<file path="src/rtl/uart_pkg.sv">
// Shared UART definitions: frame-controller state encoding, default sync byte,
// and the clock-cycles-per-bit helper used by all UART-side blocks.
package uart_pkg;

    // Frame controller states (shared with the transmit-side controller).
    typedef enum logic [2:0] {
        IDLE      = 3'd0,
        WAIT_HEAD = 3'd1,
        RECV      = 3'd2,
        DONE      = 3'd3,
        ERR       = 3'd4
    } state_t;

    // Default frame sync byte.
    localparam logic [7:0] HEAD_BYTE_DEF = 8'h55;

    // System clock cycles per UART bit; clk_fre is in MHz.
    function automatic int cyc_per_bit(input int clk_fre, input int baud_rate);
        return (clk_fre * 1000000) / baud_rate;
    endfunction

endpackage

</file>
<file path="src/rtl/uart2fifo.sv">
// uart2fifo: collects a frame of data_len bytes from uart_rx and writes each
// byte into the downstream RX FIFO. Frame start/done use the fs/fd level
// handshake. An optional header byte synchronises the frame, and an
// inter-byte timeout aborts frames whose sender has stalled.
module uart2fifo
    import uart_pkg::*;
#(
    parameter int          CLK_FRE       = 50,
    parameter int          BAUD_RATE     = 115200,
    parameter int          TIMEOUT_BYTES = 4,
    parameter int          HEAD_EN       = 1,
    parameter logic [7:0]  HEAD_BYTE     = HEAD_BYTE_DEF
) (
    input  logic       clk,
    input  logic       rst_n,
    input  logic       fs,
    output logic       fd,
    input  logic [7:0] data_len,
    input  logic [7:0] uart_rxd,
    input  logic       uart_rxdv,
    output logic       uart_rxdr,
    input  logic       fifo_full,
    output logic       fifo_txen,
    output logic [7:0] fifo_txd,
    output logic [7:0] rx_cnt,
    output logic       err
);

    // Idle gap allowed between payload bytes, in system clock cycles.
    localparam int TIMEOUT_CYC = TIMEOUT_BYTES * 10 * cyc_per_bit(CLK_FRE, BAUD_RATE);
    localparam int TMO_W       = $clog2(TIMEOUT_CYC + 1);
    localparam logic [TMO_W-1:0] TMO_LAST = TMO_W'(TIMEOUT_CYC - 1);

    // Registered state and datapath.
    state_t            state_reg, state_next;
    logic [7:0]        len_reg, len_next;
    logic [7:0]        rx_cnt_reg, rx_cnt_next;
    logic [TMO_W-1:0]  tmo_reg, tmo_next;
    logic [TMO_W-1:0]  tmo_inc;
    logic              txen_reg, txen_next;
    logic [7:0]        txd_reg, txd_next;
    logic              fd_reg;
    logic              err_reg;
    logic              rxdr_reg;

    logic              accept;
    logic              last_byte;

    // Handshake with uart_rx: a byte moves only when valid and ready coincide.
    assign accept    = uart_rxdv && uart_rxdr;
    assign tmo_inc   = tmo_reg + TMO_W'(1);
    assign last_byte = (rx_cnt_reg + 8'd1) == len_reg;

    // Next-state, byte counter, timeout counter and FIFO write generation.
    always_comb begin
        state_next  = state_reg;
        len_next    = len_reg;
        rx_cnt_next = rx_cnt_reg;
        tmo_next    = tmo_reg;
        txen_next   = 1'b0;
        txd_next    = txd_reg;

        case (state_reg)
            IDLE: begin
                // Stray bytes seen here are accepted by the ready and dropped.
                if (fs) begin
                    len_next    = data_len;
                    rx_cnt_next = 8'd0;
                    tmo_next    = '0;
                    if (data_len == 8'd0) begin
                        state_next = DONE;
                    end else if (HEAD_EN != 0) begin
                        state_next = WAIT_HEAD;
                    end else begin
                        state_next = RECV;
                    end
                end
            end

            WAIT_HEAD: begin
                // Hunt for the sync byte; anything else is discarded.
                // No timeout here: the link may legitimately be quiet.
                if (!fs) begin
                    state_next = IDLE;
                end else if (accept && (uart_rxd == HEAD_BYTE)) begin
                    tmo_next   = '0;
                    state_next = RECV;
                end
            end

            RECV: begin
                if (accept) begin
                    // An accepted byte is always written, even if fs has just
                    // dropped, so that nothing taken from uart_rx is lost.
                    txen_next   = 1'b1;
                    txd_next    = uart_rxd;
                    rx_cnt_next = rx_cnt_reg + 8'd1;
                    tmo_next    = '0;
                    if (!fs) begin
                        state_next = IDLE;
                    end else if (last_byte) begin
                        // Accept beats a simultaneous timeout expiry.
                        state_next = DONE;
                    end
                end else if (!fs) begin
                    state_next = IDLE;
                end else if (fifo_full) begin
                    // Back-pressure stall is not a link timeout: hold count.
                    tmo_next = tmo_reg;
                end else begin
                    tmo_next = tmo_inc;
                    if (tmo_inc == TMO_LAST) begin
                        state_next = ERR;
                    end
                end
            end

            DONE, ERR: begin
                // Stay until the controller drops fs for at least one cycle.
                if (!fs) begin
                    state_next = IDLE;
                end
            end

            default: begin
                state_next = IDLE;
            end
        endcase
    end

    // State register.
    always_ff @(posedge clk or negedge rst_n) begin
        if (!rst_n) begin
            state_reg <= IDLE;
        end else begin
            state_reg <= state_next;
        end
    end

    // Frame datapath registers: latched length, byte count, timeout count.
    always_ff @(posedge clk or negedge rst_n) begin
        if (!rst_n) begin
            len_reg    <= 8'd0;
            rx_cnt_reg <= 8'd0;
            tmo_reg    <= '0;
        end else begin
            len_reg    <= len_next;
            rx_cnt_reg <= rx_cnt_next;
            tmo_reg    <= tmo_next;
        end
    end

    // Registered outputs, decoded from the next state so they line up with it.
    always_ff @(posedge clk or negedge rst_n) begin
        if (!rst_n) begin
            txen_reg <= 1'b0;
            txd_reg  <= 8'd0;
            fd_reg   <= 1'b0;
            err_reg  <= 1'b0;
            rxdr_reg <= 1'b0;
        end else begin
            txen_reg <= txen_next;
            txd_reg  <= txd_next;
            fd_reg   <= (state_next == DONE) || (state_next == ERR);
            err_reg  <= (state_next == ERR);
            rxdr_reg <= (state_next == IDLE) || (state_next == WAIT_HEAD);
        end
    end

    // In RECV the ready follows fifo_full directly so a full FIFO stops the
    // byte in the same cycle; elsewhere it is the registered value.
    assign uart_rxdr = (state_reg == RECV) ? ~fifo_full : rxdr_reg;
    assign fifo_txen = txen_reg;
    assign fifo_txd  = txd_reg;
    assign rx_cnt    = rx_cnt_reg;
    assign fd        = fd_reg;
    assign err       = err_reg;

endmodule

</file>
<file path="config.mk">
export PLATFORM = sky130hd
export DESIGN_NAME = uart2fifo
export DESIGN_NICKNAME = d
export VERILOG_FILES = /design/src/rtl/uart_pkg.sv /design/src/rtl/uart2fifo.sv
export SDC_FILE = /design/constraint.sdc
export NUM_CORES = 1
export LEC_CHECK = 0
export ABC_CLOCK_PERIOD_IN_PS = 2950
export CAP_MARGIN = 25
export CORE_ASPECT_RATIO = 1.4
export CORE_MARGIN = 2
export CORE_UTILIZATION = 54
export CTS_BUF_LIST = sky130_fd_sc_hd__clkbuf_16
export CTS_CLUSTER_DIAMETER = 60
export DETAILED_ROUTE_END_ITERATION = 10
export PLACE_DENSITY = 0.8
export SLEW_MARGIN = 40
export SYNTH_ARGS = -nofsm -noshare
export SYNTH_HDL_FRONTEND = slang
export SYNTH_SLANG_ARGS = --single-unit
</file>
<file path="constraint.sdc">
create_clock -name clk -period 2.95 [get_ports clk]
set_input_delay 0.4425 -clock clk [delete_from_list [all_inputs] [get_ports clk]]
set_output_delay 0.4425 -clock clk [all_outputs]
set_load 0.05 [all_outputs]
</file>
# Yosys cells after proc, flatten, opt, wreduce, memory -nomap -nowiden
# Cells that the tools add are included.
[word_totals]
regBits = 46
latch_bits = 0
memories = 0
romBits = 0
ramBits = 0
word_cells = 67
[classes]
eq_ne = 16
addsub = 2
div_mod_pow = 0
muxes = 25
reduce_logical = 14
mul = 0
bitwise = 1
order_cmp = 0
shift = 0
[ops]
columns = ["cell", "count"]
rows = [
  ["2-to-1 mux 15 bit", 6],
  ["one-hot mux 15 bit (3 select lines)", 1],
  ["2-to-1 mux 3 bit", 10],
  ["2-to-1 mux 8 bit", 2],
  ["one-hot mux 8 bit (2 select lines)", 1],
  ["adder 15 x 1 -> 15 bit, second input constant", 1],
  ["equality test 15 bit, second input constant", 1],
  ["one-hot mux 3 bit (4 select lines)", 1],
  ["equality test 3 x 2 -> 1 bit, second input constant", 3],
  ["adder 8 x 1 -> 8 bit, second input constant", 1],
  ["equality test 8 x 7 -> 1 bit, second input constant", 1],
  ["equality test 8 bit", 1],
  ["logical NOT 8 bit", 1],
  ["inequality test 2 bit, second input constant", 4],
  ["equality test 3 x 1 -> 1 bit, second input constant", 2],
  ["equality test 3 bit, second input constant", 2],
  ["logical NOT 3 bit", 2],
  ["inequality test 3 bit, second input constant", 2],
  ["AND reduction 6 bit", 1],
  ["AND reduction 2 bit", 2],
  ["2-to-1 mux 1 bit", 3],
  ["AND reduction 3 bit", 1],
  ["nonzero test 3 bit", 1],
  ["logical AND 1 bit", 2],
  ["5 further kinds", 6],
]

# Logic depth before layout (Yosys ltp)
# Gate-level depths: netlist of run 1.
[depth]
depth_word = 9
ltp_mapped = 9
depth_no_buf = 8

# Worst setup path after synthesis of run 1
# OpenSTA, ideal clock, no wires.
[synth_timing]
path_kind = "reg2reg"
start = "register state_reg[2]"
end = "register tmo_reg[9]"
setup_time_ns = 0.127
n_path_buf = 1
path_stages_with_launch = 9
arrival_ns = 2.312
slack_ns = 0.510
cell_sequence = "dfrtp_1 or3b_1 buf_6 mux2i_4 nand4_1 a211o_2 a21o_4 o21ai_1 o31ai_1"
[synth_between]
elab_chain_cells = 6
elab_cells_between_ends = 15
classes_between = "7 x eq/ne; 3 x mux; 5 x reduce/logical"
[synth_rtl]
columns = ["item", "line", "rtl"]
rows = [
  ["from (decl)", "uart2fifo.sv:35", "state_t state_reg, state_next;"],
  ["from (signal assigned)", "uart2fifo.sv:136", "state_reg <= state_next;"],
  ["equality test 3 x 2 -> 1 bit (*)", "uart2fifo.sv:172", "assign uart_rxdr = (state_reg == RECV) ? ~fifo_full : rxdr_reg;"],
  ["2-to-1 mux 1 bit (*)", "uart2fifo.sv:172", ""],
  ["named net uart_rxdr", "uart2fifo.sv:21", "output logic uart_rxdr,"],
  ["logical AND 1 bit (*)", "uart2fifo.sv:50", "assign accept = uart_rxdv && uart_rxdr;"],
  ["logical AND 1 bit", "uart2fifo.sv:85", "end else if (accept && (uart_rxd == HEAD_BYTE)) begin"],
  ["inequality test 2 bit (no line)", "n/a", ""],
  ["AND reduction 6 bit (no line)", "n/a", ""],
  ["to (signal assigned)", "uart2fifo.sv:149", "tmo_reg <= tmo_next;"],
  ["to (decl)", "uart2fifo.sv:38", "logic [TMO_W-1:0] tmo_reg, tmo_next;"],
]
# Mark *: on every way through the listed nets, which the timed path passes. The rest lies on a longest branch.
# A chain may end at the register's enable or synchronous reset.

# Worst setup path in the final report of run 1
[layout_timing]
start = "register tmo_reg[0]"
end = "register rxdr_reg"
[layout_between]
elab_chain_cells = 9
elab_cells_between_ends = 10
classes_between = "1 x add/sub; 2 x eq/ne; 5 x mux; 2 x reduce/logical"
[layout_rtl]
columns = ["item", "line", "rtl"]
rows = [
  ["adder 15 x 1 -> 15 bit (*)", "uart2fifo.sv:51", "assign tmo_inc = tmo_reg + TMO_W'(1);"],
  ["equality test 15 bit (*)", "uart2fifo.sv:112", "if (tmo_inc == TMO_LAST) begin"],
  ["2-to-1 mux 3 bit (*)", "uart2fifo.sv:112", ""],
  ["2-to-1 mux 3 bit (*)", "uart2fifo.sv:107", "end else if (fifo_full) begin"],
  ["2-to-1 mux 3 bit (*)", "uart2fifo.sv:105", "end else if (!fs) begin"],
  ["2-to-1 mux 3 bit (*)", "uart2fifo.sv:92", "if (accept) begin"],
  ["one-hot mux 3 bit (4 select lines) (*)", "uart2fifo.sv:63", "case (state_reg)"],
  ["named net state_next[2]", "uart2fifo.sv:35", ""],
  ["equality test 3 x 1 -> 1 bit or logical NOT 3 bit (tied branches)", "uart2fifo.sv:166", "rxdr_reg <= (state_next == IDLE) || (state_next == WAIT_HEAD);"],
  ["logical OR 1 bit (*)", "uart2fifo.sv:166", ""],
  ["to (signal assigned)", "uart2fifo.sv:166", ""],
  ["to (decl)", "uart2fifo.sv:44", "logic rxdr_reg;"],
]
# Marks and branches as above.

==> impl_metrics.env, run 1 <==
export IMPL_start_util=0.562
export IMPL_fin_ws_ns=0.360
export IMPL_ys_async_sr_fraction=1.00
export IMPL_swShare=0.306
export IMPL_post_route_period_util=0.878
export IMPL_arrival_ns=2.77
export IMPL_syn_inst=297
export IMPL_via_per_inst=6.19
export IMPL_num_vias=2476
export IMPL_die_x_um=64.0
export IMPL_critPathCaptureType="flop"
export IMPL_switchingPower_mw=0.559
export IMPL_intPower_mw=1.27
export IMPL_synth_seq_cells=46
export IMPL_rsz0062_at_grt="false"
export IMPL_drc_errors=0
export IMPL_synthTopCellsByCount="dfrtp_1, nand2_1, o21ai_0, nand3_1, nor2_1"
export IMPL_synth_edf_count=0
export IMPL_synth_area_leader_cell="dfrtp_1"
export IMPL_yosysSeqAreaShare=0.423
export IMPL_critPathRequiredTime_ns=3.13
export IMPL_skew_ns=0.00528
export IMPL_pin_count=41
export IMPL_ctsResizeCount=0
export IMPL_grt_pass1_wl_um=11900
export IMPL_syn_avg_cell_area_um2=9.17
export IMPL_hpwlAfterDp_um=4790
export IMPL_synth_cell_types=57
export IMPL_gr_usage_all_layers=0.271
export IMPL_yosysMostFrequentCell="dfrtp_1"
export IMPL_clk_pin_slew_ns=0.06
export IMPL_cts_buffer_depth=2
export IMPL_fin_tns_setup_ns=0
export IMPL_largest_reg_flops=15
export IMPL_clk_latency_ns=0.29
export IMPL_dr_pass1_iters=4
export IMPL_cts_setup_buffers=0
export IMPL_grt_pass1_vias=2522
export IMPL_fillers=380
export IMPL_hold_class="input port to asynchronous set/reset pin"
export IMPL_critPathLaunchType="flop"
export IMPL_finalHoldViolCount=0
export IMPL_drtIter0Drc=225
export IMPL_fin_crit_ns=2.59
export IMPL_io_buffers=40
export IMPL_layout_drive_gt1_share=0.122
export IMPL_drv_slew=0
export IMPL_critPathMaxFanout=7
export IMPL_synth_warnings=0
export IMPL_syn_cell_area_mm2=0.00272
export IMPL_grt_start_max_net_pins=47
export IMPL_rows=30
export IMPL_synthFlopType="dfrtp_1"
export IMPL_ant_nets=0
export IMPL_gp_congestion=0.830
export IMPL_ys_top_cells_by_area="dfrtp_1, nand2_1, o21ai_0"
export IMPL_combPwrFrac=0.245
export IMPL_cts_max_level=2
export IMPL_wirelength_um=6870
export IMPL_area_growth_syn_to_layout_pct=22.4
export IMPL_ir_worst_vdd_mv=0.391
export IMPL_die_area_mm2=0.00563
export IMPL_overflow=0
export IMPL_clock_sinks=46
export IMPL_drv_cap=0
export IMPL_slew_headroom=0.611
export IMPL_outcome="finished clean"
export IMPL_syn_nets=321
export IMPL_antenna_found_initial=0
export IMPL_cts_buffers=5
export IMPL_p_leak_nw=1.40
export IMPL_fmax_ghz=0.386
export IMPL_nets=359
export IMPL_power_frac_seq=0.406
export IMPL_cts_tree="built"
export IMPL_dp_slack_ns=0.195
export IMPL_crit_type="flop to flop"
export IMPL_hold_buffers=0
export IMPL_root_buffer="clkbuf_16"
export IMPL_power_density_mw_per_mm2=548
export IMPL_die_h_um=88.0
export IMPL_p_clk_frac=0.349
export IMPL_post_synth_top_area_fraction=0.423
export IMPL_wl_per_cell_um=17.2
export IMPL_coreArea_mm2=0.00484
export IMPL_finalSetupViolCount=0
export IMPL_diodes=0
export IMPL_max_slew_worst_pin_slew_ns=0.583
==> stage by stage <==
step | utilization | cell area, um^2 | hold slack (ns) | instances | total power [mW]
final | 0.688 | 3330 | 0.148 | 400 | 1.83
after floorplan | - | 2720 | 0.147 | 297 | 1.03
after global routing | 0.688 | 3330 | 0.207 | 400 | 1.90
after global placement | 0.654 | 3170 | 0.458 | 392 | 1.19
after CTS | 0.688 | 3330 | 0.183 | 400 | 1.84
after detailed placement | 0.654 | 3170 | 0.463 | 392 | 1.20
==> cell families (layout without fill, tap and decap cells) <==
group,Yosys count,after routing,share of synthesized area
compound gates,83,83,0.202
xor+xnor,12,12,0.0386
fa+ha+maj,3,3,0.0138
buf+inv,26,65,0.0441
flops,46,46,0.423
mux,10,10,0.0450
simple gates,117,117,0.233
==> power groups by stage <==
stage	Sequential [mW]	Combinational, mW	Clock, mW
floorplan	0.874	0.157	0
global placement	0.749	0.436	0
detailed placement	0.751	0.447	0
CTS	0.741	0.449	0.645
global route	0.749	0.481	0.670
finish	0.741	0.447	0.637
==> cell type report <==
class                   instances  area, um^2  share of cell area
multi-input cells             225        1450               0.435
clock buffers                   5         125              0.0375
clock inverters                 3        40.0              0.0120
well taps                      64        80.1              0.0240
flip-flops and latches         46        1150               0.345
repair buffers                 47         448               0.134
inverters                      10        37.5              0.0113
==> worst max-delay path, cell delays in order, from the launching register on <==
cell,delay (ns)
dfrtp_1,0.46
ha_1,0.23
nand3_1,0.13
nor3_1,0.43
and3b_1,0.23
o21ai_0,0.07
a21boi_0,0.46
a31o_2,0.27
and3b_1,0.18
==> layout by cell type, fill, tap and decap left out, types with 3 or more instances in the layout <==
| cell | netlist | final |
|---|---|---|
| nand4_1 | 5 | 5 |
| nand3_1 | 14 | 14 |
| nor3_1 | 6 | 6 |
| dfrtp_1 | 46 | 46 |
| o31ai_1 | 10 | 10 |
| o21ai_1 | 4 | 4 |
| a31oi_1 | 5 | 5 |
| a21oi_1 | 11 | 11 |
| nor4b_1 | 3 | 3 |
| buf_4 | 1 | 9 |
| xnor2_1 | 10 | 10 |
| nand2b_1 | 6 | 6 |
| and4_1 | 4 | 4 |
| o21ai_0 | 28 | 28 |
| inv_1 | 10 | 10 |
| nor2_1 | 13 | 13 |
| nand2_1 | 39 | 39 |
| mux2_2 | 8 | 8 |
| and3_1 | 8 | 8 |
| clkbuf_16 | 0 | 5 |
| or3_1 | 3 | 3 |
| clkdlybuf4s50_1 | 0 | 38 |
| ha_1 | 3 | 3 |
| a22o_2 | 4 | 4 |
==> path summary, 6_finish.rpt <==
kind | start | to | slack, ns | cells after the start
min in group clk | fifo_txd[7] | fifo_txd[7] | 0.48 | 2
worst max register to register | tmo_reg[0] | rxdr_reg | 0.36 | 8
worst min-delay path | rst_n | tmo_reg[2] | 0.15 | 1
worst min register to register | fifo_txd[7] | fifo_txd[7] | 0.48 | 2
worst max-delay path | tmo_reg[0] | rxdr_reg | 0.36 | 8
max in group asynchronous | rst_n | tmo_reg[1] | 2.40 | 1
==> per-layer routing <==
metal	GRT usage	routed length (um)
met1	0.336	2800
met5	0	0
met2	0.455	3500
met3	0.0437	341
met4	0.142	226
Note: power is estimated with default switching activity, not from simulation.
==> run 2: changes to the inputs <==
--- a/config.mk
+++ b/config.mk
@@ -9,11 +9,11 @@
 export CAP_MARGIN = 25
 export CORE_ASPECT_RATIO = 1.4
 export CORE_MARGIN = 2
-export CORE_UTILIZATION = 54
+export CORE_UTILIZATION = 45
 export CTS_BUF_LIST = sky130_fd_sc_hd__clkbuf_16
 export CTS_CLUSTER_DIAMETER = 60
 export DETAILED_ROUTE_END_ITERATION = 10
-export PLACE_DENSITY = 0.8
+export PLACE_DENSITY = 0.68
 export SLEW_MARGIN = 40
 export SYNTH_ARGS = -nofsm -noshare
 export SYNTH_HDL_FRONTEND = slang
==> impl_metrics.env, run 2 (synthesis gave the netlist of run 1 again) <==
export IMPL_drv_slew=0
export IMPL_dp_slack_ns=0.200
export IMPL_grt_pass1_wl_um=11300
export IMPL_dp_cells=399
export IMPL_final_cell_mix="dfrtp_1, nand2_1, clkdlybuf4s50_1"
export IMPL_cts_buffers=5
export IMPL_rr_startpoint="tmo_reg[0]"
export IMPL_finalSetupViolCount=0
export IMPL_post_route_period_util=0.869
export IMPL_nets=360
export IMPL_placed_cell_area_mm2=0.00318
export IMPL_arrival_ns=2.74
export IMPL_slew_headroom=0.608
export IMPL_routed_top_layer="met4"
export IMPL_cts_tree="built"
export IMPL_fin_crit_ns=2.56
export IMPL_io_buffers=40
export IMPL_finalHoldViolCount=0
export IMPL_final_common_cell="dfrtp_1"
export IMPL_clk_pin_slew_ns=0.07
export IMPL_gp_congestion=0.884
export IMPL_coreArea_mm2=0.00586
export IMPL_die_x_um=69.7
export IMPL_final_area_mm2=0.00333
export IMPL_fin_ws_ns=0.386
export IMPL_via_per_inst=5.81
export IMPL_r2r_end="rxdr_reg"
export IMPL_clk_latency_ns=0.28
export IMPL_dr_pass1_iters=4
export IMPL_grt_pass1_vias=2350
export IMPL_root_buffer="clkbuf_16"
export IMPL_critPathCaptureType="flop"
export IMPL_max_slew_worst_pin_slew_ns=0.588
export IMPL_critPathMaxFanout=7
export IMPL_area_growth_syn_to_layout_pct=22.2
export IMPL_fin_tns_setup_ns=0
export IMPL_antenna_found_initial=0
export IMPL_drtIter0Drc=85
export IMPL_largest_reg_flops=15
export IMPL_crit_type="flop to flop"
export IMPL_fmax_ghz=0.390
export IMPL_cts_buffer_depth=2
export IMPL_rsz0062_at_grt="false"
export IMPL_ir_worst_vdd_mv=0.385
export IMPL_outcome="finished clean"
export IMPL_critPathRequiredTime_ns=3.13
export IMPL_dr_wl_met3_um=349
export IMPL_cts_max_level=2
export IMPL_overflow=0
export IMPL_ctsResizeCount=0
export IMPL_ant_nets=0
export IMPL_hold_buffers=0
export IMPL_die_area_mm2=0.00670
export IMPL_cpMaxStageDelayCell="a21boi_0"
export IMPL_start_util=0.464
export IMPL_hold_class="input port to asynchronous set/reset pin"
export IMPL_reg2reg_slack_ns=0.39
export IMPL_critPathLaunchType="flop"
export IMPL_wirelength_um=6550
export IMPL_pin_count=41
export IMPL_slowest_delay_ns=0.47
export IMPL_met1Wirelength_um=2870
export IMPL_drv_cap=0
export IMPL_power_density_mw_per_mm2=523
export IMPL_grt_start_max_net_pins=47
export IMPL_gr_usage_all_layers=0.211
export IMPL_crit_top_cell="and3b_1"
export IMPL_reg2reg_depth=8
export IMPL_wl_met2_um=3190
export IMPL_drc_errors=0
export IMPL_die_h_um=96.0
export IMPL_diodes=0
export IMPL_skew_ns=0.00818
export IMPL_final_cells=407
export IMPL_crit_chain="ha_1, nand3_1, nor3_1, and3b_1, o21ai_0, a21boi_0, a31o_2, and3b_1"
export IMPL_num_vias=2364
export IMPL_hpwlAfterDp_um=4650
export IMPL_clock_sinks=46
export IMPL_p_leak_nw=1.38
export IMPL_layout_drive_gt1_share=0.122
export IMPL_rows=33
export IMPL_cts_setup_buffers=0
export IMPL_wl_per_cell_um=16.1
## run 2: how the worst max path moves through the flow
stage | endpoint | depth (start not counted) | from | slack [ns]
floorplan | tmo_reg[9] | 8 | state_reg[2] | 0.51
global placement | tmo_reg[14] | 8 | uart_rxd[6] | 0.22
detailed placement | tmo_reg[9] | 8 | uart_rxd[6] | 0.20
CTS | rxdr_reg | 8 | tmo_reg[0] | 0.43
global route | rxdr_reg | 8 | tmo_reg[0] | 0.19
finish | rxdr_reg | 8 | tmo_reg[0] | 0.39
## run 2: where the power goes
part	leakage, nW	switching, mW	internal (mW)
clock network	0.0679	0.244	0.314
logic	0.709	0.266	0.175
registers	0.607	0.0445	0.695
total	1.38	0.555	1.18
## run 2: worst max-delay path, delay by kind of cell (launching register included)
kind | cells | cell delay (ns)
AND/OR/NAND/NOR | 4 | 0.95
flip-flops | 1 | 0.46
AO/OA/AOI/OAI | 3 | 0.82
adder cells (fa/ha/maj) | 1 | 0.22
## run 2: per-stage QoR
stage	total power, mW	hold slack (ns)	util
finish	1.74	0.161	0.568
global route	1.81	0.215	0.568
CTS	1.75	0.184	0.568
detailed placement	1.19	0.461	0.543
global placement	1.19	0.458	0.542
floorplan	1.03	0.147	-
## run 2: routing by layer
metal,vias to the layer above,global-route usage
li1,1166,-
met1,1116,0.259
met2,68,0.369
met3,14,0.0503
met4,0,0.0689
met5,-,0
## run 2: layout make-up
type                       instances  area [um^2]
clock inverter                     3         20.0
multi-input combinational        225         1450
inverter                          10         37.5
clock buffer                       5          125
fill                             533         2530
timing repair buffer              48          455
sequential                        46         1150
tap                               70         87.6
